==> config.mk <==
export PLATFORM = sky130hd
export DESIGN_NAME = vga_sync_gen
export DESIGN_NICKNAME = d
export VERILOG_FILES = /design/src/rtl/vga_sync_gen.sv
export SDC_FILE = /design/constraint.sdc
export NUM_CORES = 1
export LEC_CHECK = 0
export CAP_MARGIN = 20
export CORE_UTILIZATION = 50
export DETAILED_ROUTE_END_ITERATION = 8
export GPL_ROUTABILITY_DRIVEN = 0
export PLACE_DENSITY = 0.81
export SLEW_MARGIN = 30
export SYNTH_ARGS = -nofsm -noshare
export SYNTH_HDL_FRONTEND = slang
export SYNTH_SLANG_ARGS = --single-unit
==> constraint.sdc <==
create_clock -name clock -period 3.8 [get_ports clock]
set_clock_uncertainty 0.05 [all_clocks]
set_input_delay 0.76 -clock clock [delete_from_list [all_inputs] [get_ports clock]]
set_output_delay 0.76 -clock clock [all_outputs]
set_load 0.01 [all_outputs]
==> src/rtl/vga_sync_gen.sv <==
// vga_sync_gen: VGA timing generator with pixel-rate prescaler, h/v counters and syncs
module vga_sync_gen #(
  parameter int TICK_DIV  = 4,
  parameter int H_VISIBLE = 640,
  parameter int H_FRONT   = 16,
  parameter int H_SYNC    = 96,
  parameter int H_BACK    = 48,
  parameter int V_VISIBLE = 480,
  parameter int V_FRONT   = 10,
  parameter int V_SYNC    = 2,
  parameter int V_BACK    = 33
) (
  input  logic       clock,
  input  logic       reset_n,
  output logic       pixel_tick,
  output logic [9:0] pixelx,
  output logic [9:0] pixely,
  output logic       hsync,
  output logic       vsync,
  output logic       video_on,
  output logic       frame_start
);
  localparam int H_TOTAL  = H_VISIBLE + H_FRONT + H_SYNC + H_BACK;
  localparam int V_TOTAL  = V_VISIBLE + V_FRONT + V_SYNC + V_BACK;
  localparam int HS_START = H_VISIBLE + H_FRONT;
  localparam int VS_START = V_VISIBLE + V_FRONT;
  localparam int PW       = TICK_DIV > 1 ? $clog2(TICK_DIV) : 1;
  localparam logic [PW-1:0] PS_MAX = PW'(TICK_DIV - 1);
  localparam logic [9:0] HT1 = 10'(H_TOTAL - 1);
  localparam logic [9:0] VT1 = 10'(V_TOTAL - 1);
  localparam logic [9:0] HSS = 10'(HS_START);
  localparam logic [9:0] HSE = 10'(HS_START + H_SYNC - 1);
  localparam logic [9:0] VSS = 10'(VS_START);
  localparam logic [9:0] VSE = 10'(VS_START + V_SYNC - 1);
  localparam logic [9:0] HV  = 10'(H_VISIBLE);
  localparam logic [9:0] VV  = 10'(V_VISIBLE);
  generate
    if (H_TOTAL > 1024 || V_TOTAL > 1024 || TICK_DIV < 1) begin : g_bad_params
      $error("vga_sync_gen: timing totals exceed 10-bit counters or TICK_DIV < 1");
    end
  endgenerate
  logic [PW-1:0] ps, ps_n;
  logic [9:0] nx, ny;
  logic hwrap;
  always_comb begin
    ps_n  = ps == PS_MAX ? '0 : ps + 1'b1;
    hwrap = pixelx == HT1;
    nx    = pixel_tick ? (hwrap ? '0 : pixelx + 1'b1) : pixelx;
    ny    = pixel_tick && hwrap ? (pixely == VT1 ? '0 : pixely + 1'b1) : pixely;
  end
  // syncs come from next-state counters so they line up with pixelx/pixely
  always_ff @(posedge clock or negedge reset_n) begin
    if (!reset_n) begin
      ps          <= '0;
      pixel_tick  <= 1'b0;
      pixelx      <= '0;
      pixely      <= '0;
      hsync       <= 1'b1;
      vsync       <= 1'b1;
      frame_start <= 1'b0;
    end else begin
      ps          <= ps_n;
      pixel_tick  <= ps_n == PS_MAX;
      pixelx      <= nx;
      pixely      <= ny;
      hsync       <= !(nx >= HSS && nx <= HSE);
      vsync       <= !(ny >= VSS && ny <= VSE);
      frame_start <= pixel_tick && hwrap && pixely == VT1;
    end
  end
  assign video_on = pixelx < HV && pixely < VV;
endmodule

==> impl_metrics.toml, run 1 <==
[status]
status = "finished, violations left"
violations = "design-rule violations"

[min_path]
whs_path_depth = 1
hold_class = "flop to flop"

[drt]
wire_per_inst_microns = 15.3
vias_per_cell = 6.02
drt_iter0_markers = 48
dr.pass1.iters = 6
ant_nets = 0
finalWirelength_microns = 3240
vias = 1277
drc = 3

[global_routing]
grt_pass1_wl_microns = 5330
grt_pass1_vias = 1199
overflow = 0
grt.busiest_layer = "met2"
met3_usage_pct = 3.69
grt.total_usage_pct = 21.6
antenna_found_initial = 0
met2_usage_pct = 35.4
grt_max_degree = 27
grtUsageMet1_pct = 28.1

[yosys]
synth_cell_types = 47
yosys.area.top_type = "dfrtp_1"
synthMuxAreaShare_pct = 0
synth_area_sq_mm = 0.00150
synth_ff_type = "dfrtp_1"
synthAdderAreaFrac_pct = 4.17
synthCells = 158
synthSimpleGateAreaFrac_pct = 25.6
synth_area_leaders = "dfrtp_1 40%, ha_1 4.2%, xnor2_1 4.1%"
synth_nets = 165
postSynthAreaPerCell_sq_um = 9.50
synth_edf_count = 0
synth_xor_area_share_pct = 7.00
synth_top_area_share_pct = 40.0
synth.yosys.seq_area_share_pct = 43.5
async_flop_share_pct = 100
synth_seq_cells = 26
synth_top_family_by_area = "simple AND/OR/NAND/NOR gates"
yosys_warnings = 0
synth_compound_area_share_pct = 14.2

[critical_path]
r2r_cells = 6
start_kind = "flop"
worstSetupEndpointType = "output pin"
critPathKind = "flop to output pin"
arrival_ns = 1.78
cp_max_fo = 6
critPathRequiredTime_ns = 2.99

[final_layout]
antenna_cells = 0
area_delta_synth_final_pct = 20.6
final_nets = 189
layout-drive-gt1-share_pct = 9.39

[timing]
setup_viol = 0
tightestPinTransition_ns = 0.536
min_period_ns = 2.59
finalHoldViolations = 0
maxSlewViolCount = 0
rsz0062_at_grt = "no"
fin_setup_tns_ns = 0
fmax_mhz = 387
relSlewSlack_pct = 64.2
holdWs_ns = 0.423
fin_crit_sh_pct = 68.0

[cts]
cts_tree = "done"
clock_latency_ns = 0.33
cts_inserted_buffers = 3
cts_setup_buffers = 0
cts-htree-levels = 1
cts_root_buffer = "clkbuf_4"
post_cts_resized = 0
ctsLongestPathBuffers = 2
hold_buffers = 0
clk_pin_slew_ns = 0.13
cts_sinks = 26

[floorplanning]
row_count = 19
start_util_pct = 53.5
ios = 27
die_w_microns = 56.8
core_sq_mm = 0.00281
dieArea_sq_mm = 0.00323
die_h_microns = 56.8

[placement]
hpwl_microns = 2400
port-buffer-count = 26

[power]
p_per_area_mw_per_mm2 = 236
p_total_uw = 427
p_leak_uw = 0.000748
vdd_drop_max_mv = 0.216

[run]
maxCapViolations = 0
==> synthesized netlist by cell type (all sizes together), types with 3 or more instances <==
cell,n
dfrtp,24
a31oi,4
xnor2,7
o21ai,5
nand2,16
inv,13
nor2,10
nand4,9
clkbuf,5
and3,3
nand3,12
buf,3
ha,5
nor4,3
xor2,5
a21oi,3
==> critical path, stage by stage, from the launching register on <==
cell	delay, ns
dfrtp_1	0.50
o21ai_0	0.24
nand2_1	0.09
nor2_1	0.09
clkdlybuf4s50_1	0.54
==> per-layer routing <==
| metal | wire length (microns) | up-vias |
|---|---|---|
| met3 | 117 | 8 |
| met1 | 1480 | 617 |
| met2 | 1570 | 44 |
| met5 | 0 | - |
| met4 | 71 | 0 |
| li1 | - | 608 |
==> stage by stage <==
| stage | std cells | setup slack [ns] | util (%) | area (sq um) |
|---|---|---|---|---|
| after floorplan | 158 | 1.80 | - | 1500 |
| after global placement | 208 | 1.59 | 63.2 | 1770 |
| after detailed placement | 208 | 1.53 | 63.2 | 1770 |
| after CTS | 212 | 1.20 | 64.5 | 1810 |
| after global routing | 212 | 1.13 | 64.5 | 1810 |
| final | 212 | 1.21 | 64.5 | 1810 |
==> layout by cell type, fill, tap and decap left out, types with 2 or more instances in the layout <==
master           count
a21oi_1              3
and3_1               2
nand4_1              8
inv_1               13
xnor2_1              7
nor2_1              10
dfrtp_1             24
o211ai_1             2
clkdlybuf4s50_1     26
clkbuf_4             3
xor2_1               5
and4_1               2
nor4_1               3
dfstp_2              2
nand2_1             16
nand3_1             11
a31oi_1              4
o21ai_0              5
ha_1                 5
==> final timing paths <==
kind,startpoint,end,slack (ns)
min in group asynchronous,reset_n,pixely[2],0.72
max in group asynchronous,reset_n,hsync,2.68
worst min register to register,ps[0],ps[0],0.42
worst min-delay path,ps[0],ps[0],0.42
worst max-delay path,pixelx[7],video_on,1.21
worst max register to register,pixelx[1],vsync,1.50
==> state kept, by name (all words and copies together), names as in the netlist <==
register     cells
pixelx          10
pixely          10
ps               2
frame_start      1
hsync            1
pixel_tick       1
vsync            1
==> final cells by class <==
| class | instances | area [sq um] |
|---|---|---|
| fill | 226 | 995 |
| multi-input combinational | 111 | 766 |
| sequential | 26 | 653 |
| timing repair buffer | 27 | 268 |
| inverter | 13 | 48.8 |
| tap | 31 | 38.8 |
| clock buffer | 4 | 36.3 |
==> kinds of logic after synthesis <==
| family | Yosys count |
|---|---|
| compound gates | 27 |
| fa+ha+maj | 5 |
| xor+xnor | 12 |
| flops | 26 |
| buf+inv | 21 |
| simple gates | 67 |
==> report_power, final <==
part | switching (uW) | total, uW | internal [uW]
logic | 5.15 | 6.72 | 1.57
clock network | 84.5 | 143 | 58.7
registers | 0 | 277 | 277
Note: power is estimated with default switching activity, not from simulation.
==> inputs of run 2 (changes only) <==
==> constraint.sdc (replaced) <==
create_clock -name clock -period 2.7 [get_ports clock]
set_clock_uncertainty 0.05 [all_clocks]
set_input_delay 0.54 -clock clock [delete_from_list [all_inputs] [get_ports clock]]
set_output_delay 0.54 -clock clock [all_outputs]
set_load 0.01 [all_outputs]
==> run 2 against run 1 <==
The run still ends with design-rule violations left. Core utilization unchanged. Sequential power increased by 41%. Die area unchanged. Final cell count unchanged. Final area unchanged. Global-route usage increased by 1.3 points. Register-to-register slack got worse by 1.2 ns. Sequential cell count unchanged. Critical path depth unchanged. Clock power increased by 37%. Largest power group unchanged.
==> impl_metrics.toml, run 2 (synthesis gave the netlist of run 1 again) <==
[status]
status = "finished, violations left"
violations = "design-rule violations"

[floorplanning]
core_sq_mm = 0.00281
dieArea_sq_mm = 0.00323
die_w_microns = 56.8
ios = 27
row_count = 19
start_util_pct = 53.5
die_h_microns = 56.8

[drt]
dr.pass1.iters = 6
drt_iter0_markers = 63
finalWirelength_microns = 3360
vias_per_cell = 6.01
ant_nets = 0
wire_per_inst_microns = 15.8
drc = 2
vias = 1275

[critical_path]
critPathKind = "flop to output pin"
worstSetupEndpointType = "output pin"
start_kind = "flop"
cp_max_fo = 6
r2r_start = "pixelx[1]"
cp_num_buf_inv = 1
critical_path.top_delay_family = "buffers and inverters"
crit_chain = "o21ai_0 -> nand2_1 -> nor2_1 -> clkdlybuf4s50_1"
cp-startpoint = "pixelx[7]"
arrival_ns = 1.80
slowest_delay_ns = 0.54
critPathRequiredTime_ns = 2.11
critPathSlowestCell = "clkdlybuf4s50_1"

[cts]
cts_setup_buffers = 0
clock_latency_ns = 0.31
cts_inserted_buffers = 3
cts_tree = "done"
hold_buffers = 0
cts-htree-levels = 1
cts_sinks = 26
post_cts_resized = 0
cts_root_buffer = "clkbuf_4"
ctsLongestPathBuffers = 2
clk_pin_slew_ns = 0.14

[run]
maxCapViolations = 0

[global_routing]
antenna_found_initial = 0
grt_pass1_wl_microns = 5620
grt_pass1_vias = 1177
grt.total_usage_pct = 22.9
grt_max_degree = 17
overflow = 0

[power]
power_frac_comb_pct = 1.6
vdd_drop_max_mv = 0.251
p_leak_uw = 0.000748
switching_share_pct = 20.3
clockPowerShare_pct = 33.0
p_int_uw = 474
p_per_area_mw_per_mm2 = 329
p_seq_share_pct = 65.4
power.switching_uw = 121

[final_layout]
antenna_cells = 0
utilization_pct = 64.5
instances_no_fill = 212
layout_common_cells = "26 x clkdlybuf4s50_1, 24 x dfrtp_1, 16 x nand2_1, 13 x inv_1, 11 x nand3_1"
layout_commonest_cell = "clkdlybuf4s50_1"
largest_registers = "pixelx (10), pixely (10), ps (2)"
final_nets = 189
layout-drive-gt1-share_pct = 9.39
multi_input_area_sq_um = 766
area_delta_synth_final_pct = 20.6
n_fill_cell = 239
seqCellArea_sq_um = 653

[min_path]
min_from = "ps[0]"
hold_class = "flop to flop"

[timing]
fmax_mhz = 419
rsz0062_at_grt = "no"
relSlewSlack_pct = 62.6
maxSlewViolCount = 0
fin_setup_tns_ns = 0
fin_crit_sh_pct = 88.4
min_period_ns = 2.39
setup_viol = 0
tightestPinTransition_ns = 0.561
finalHoldViolations = 0

[placement]
hpwl_microns = 2490
placed_cells = 208
port-buffer-count = 26
-- run 2: cell counts in the layout (fill, tap and decap cells not counted) --
No cell type changed its count.
-- run 2: power groups by stage --
stage	Sequential (uW)	Combinational, uW	Clock, uW
2_1_floorplan	397	0.000309	0
3_3_place_gp	397	10.1	0
3_5_place_dp	397	10.1	0
4_1_cts	390	10.2	198
5_1_grt	390	11.6	216
6_report	390	9.51	196
-- run 2: cell type report --
class / instances / area share, %
Clock buffer: 4 / 2.00
Sequential cell: 26 / 36.1
Multi-Input combinational cell: 111 / 42.3
Inverter: 13 / 2.70
Tap cell: 31 / 2.14
Timing Repair Buffer: 27 / 14.8
-- run 2: metal layers --
metal  track usage (%)  vias up  wire length (microns)
met5                 0        -                      0
met3              3.46        6                    190
li1                  -      613                      -
met1              31.8      598                   1450
met4              6.62        0                     34
met2              37.2       58                   1680
-- run 2: metrics by stage --
stage	instance area [sq um]	total power, uW	setup slack [ns]	hold WS (ns)
4_1_cts	1810	598	0.308	0.421
3_5_place_dp	1770	407	0.390	0.403
2_1_floorplan	1500	397	0.699	0.194
5_1_grt	1810	617	0.194	0.439
3_3_place_gp	1770	407	0.523	0.389
6_report	1810	595	0.314	0.417
-- run 2: worst paths after layout --
kind | endpoint | slack (ns) | cells past startpoint
max reg2reg | vsync | 0.34 | 6
min reg2reg | ps[0] | 0.42 | 1
max in group asynchronous | pixel_tick | 1.50 | 2
min in group asynchronous | pixely[3] | 0.50 | 1
min | ps[0] | 0.42 | 1
max | video_on | 0.31 | 4
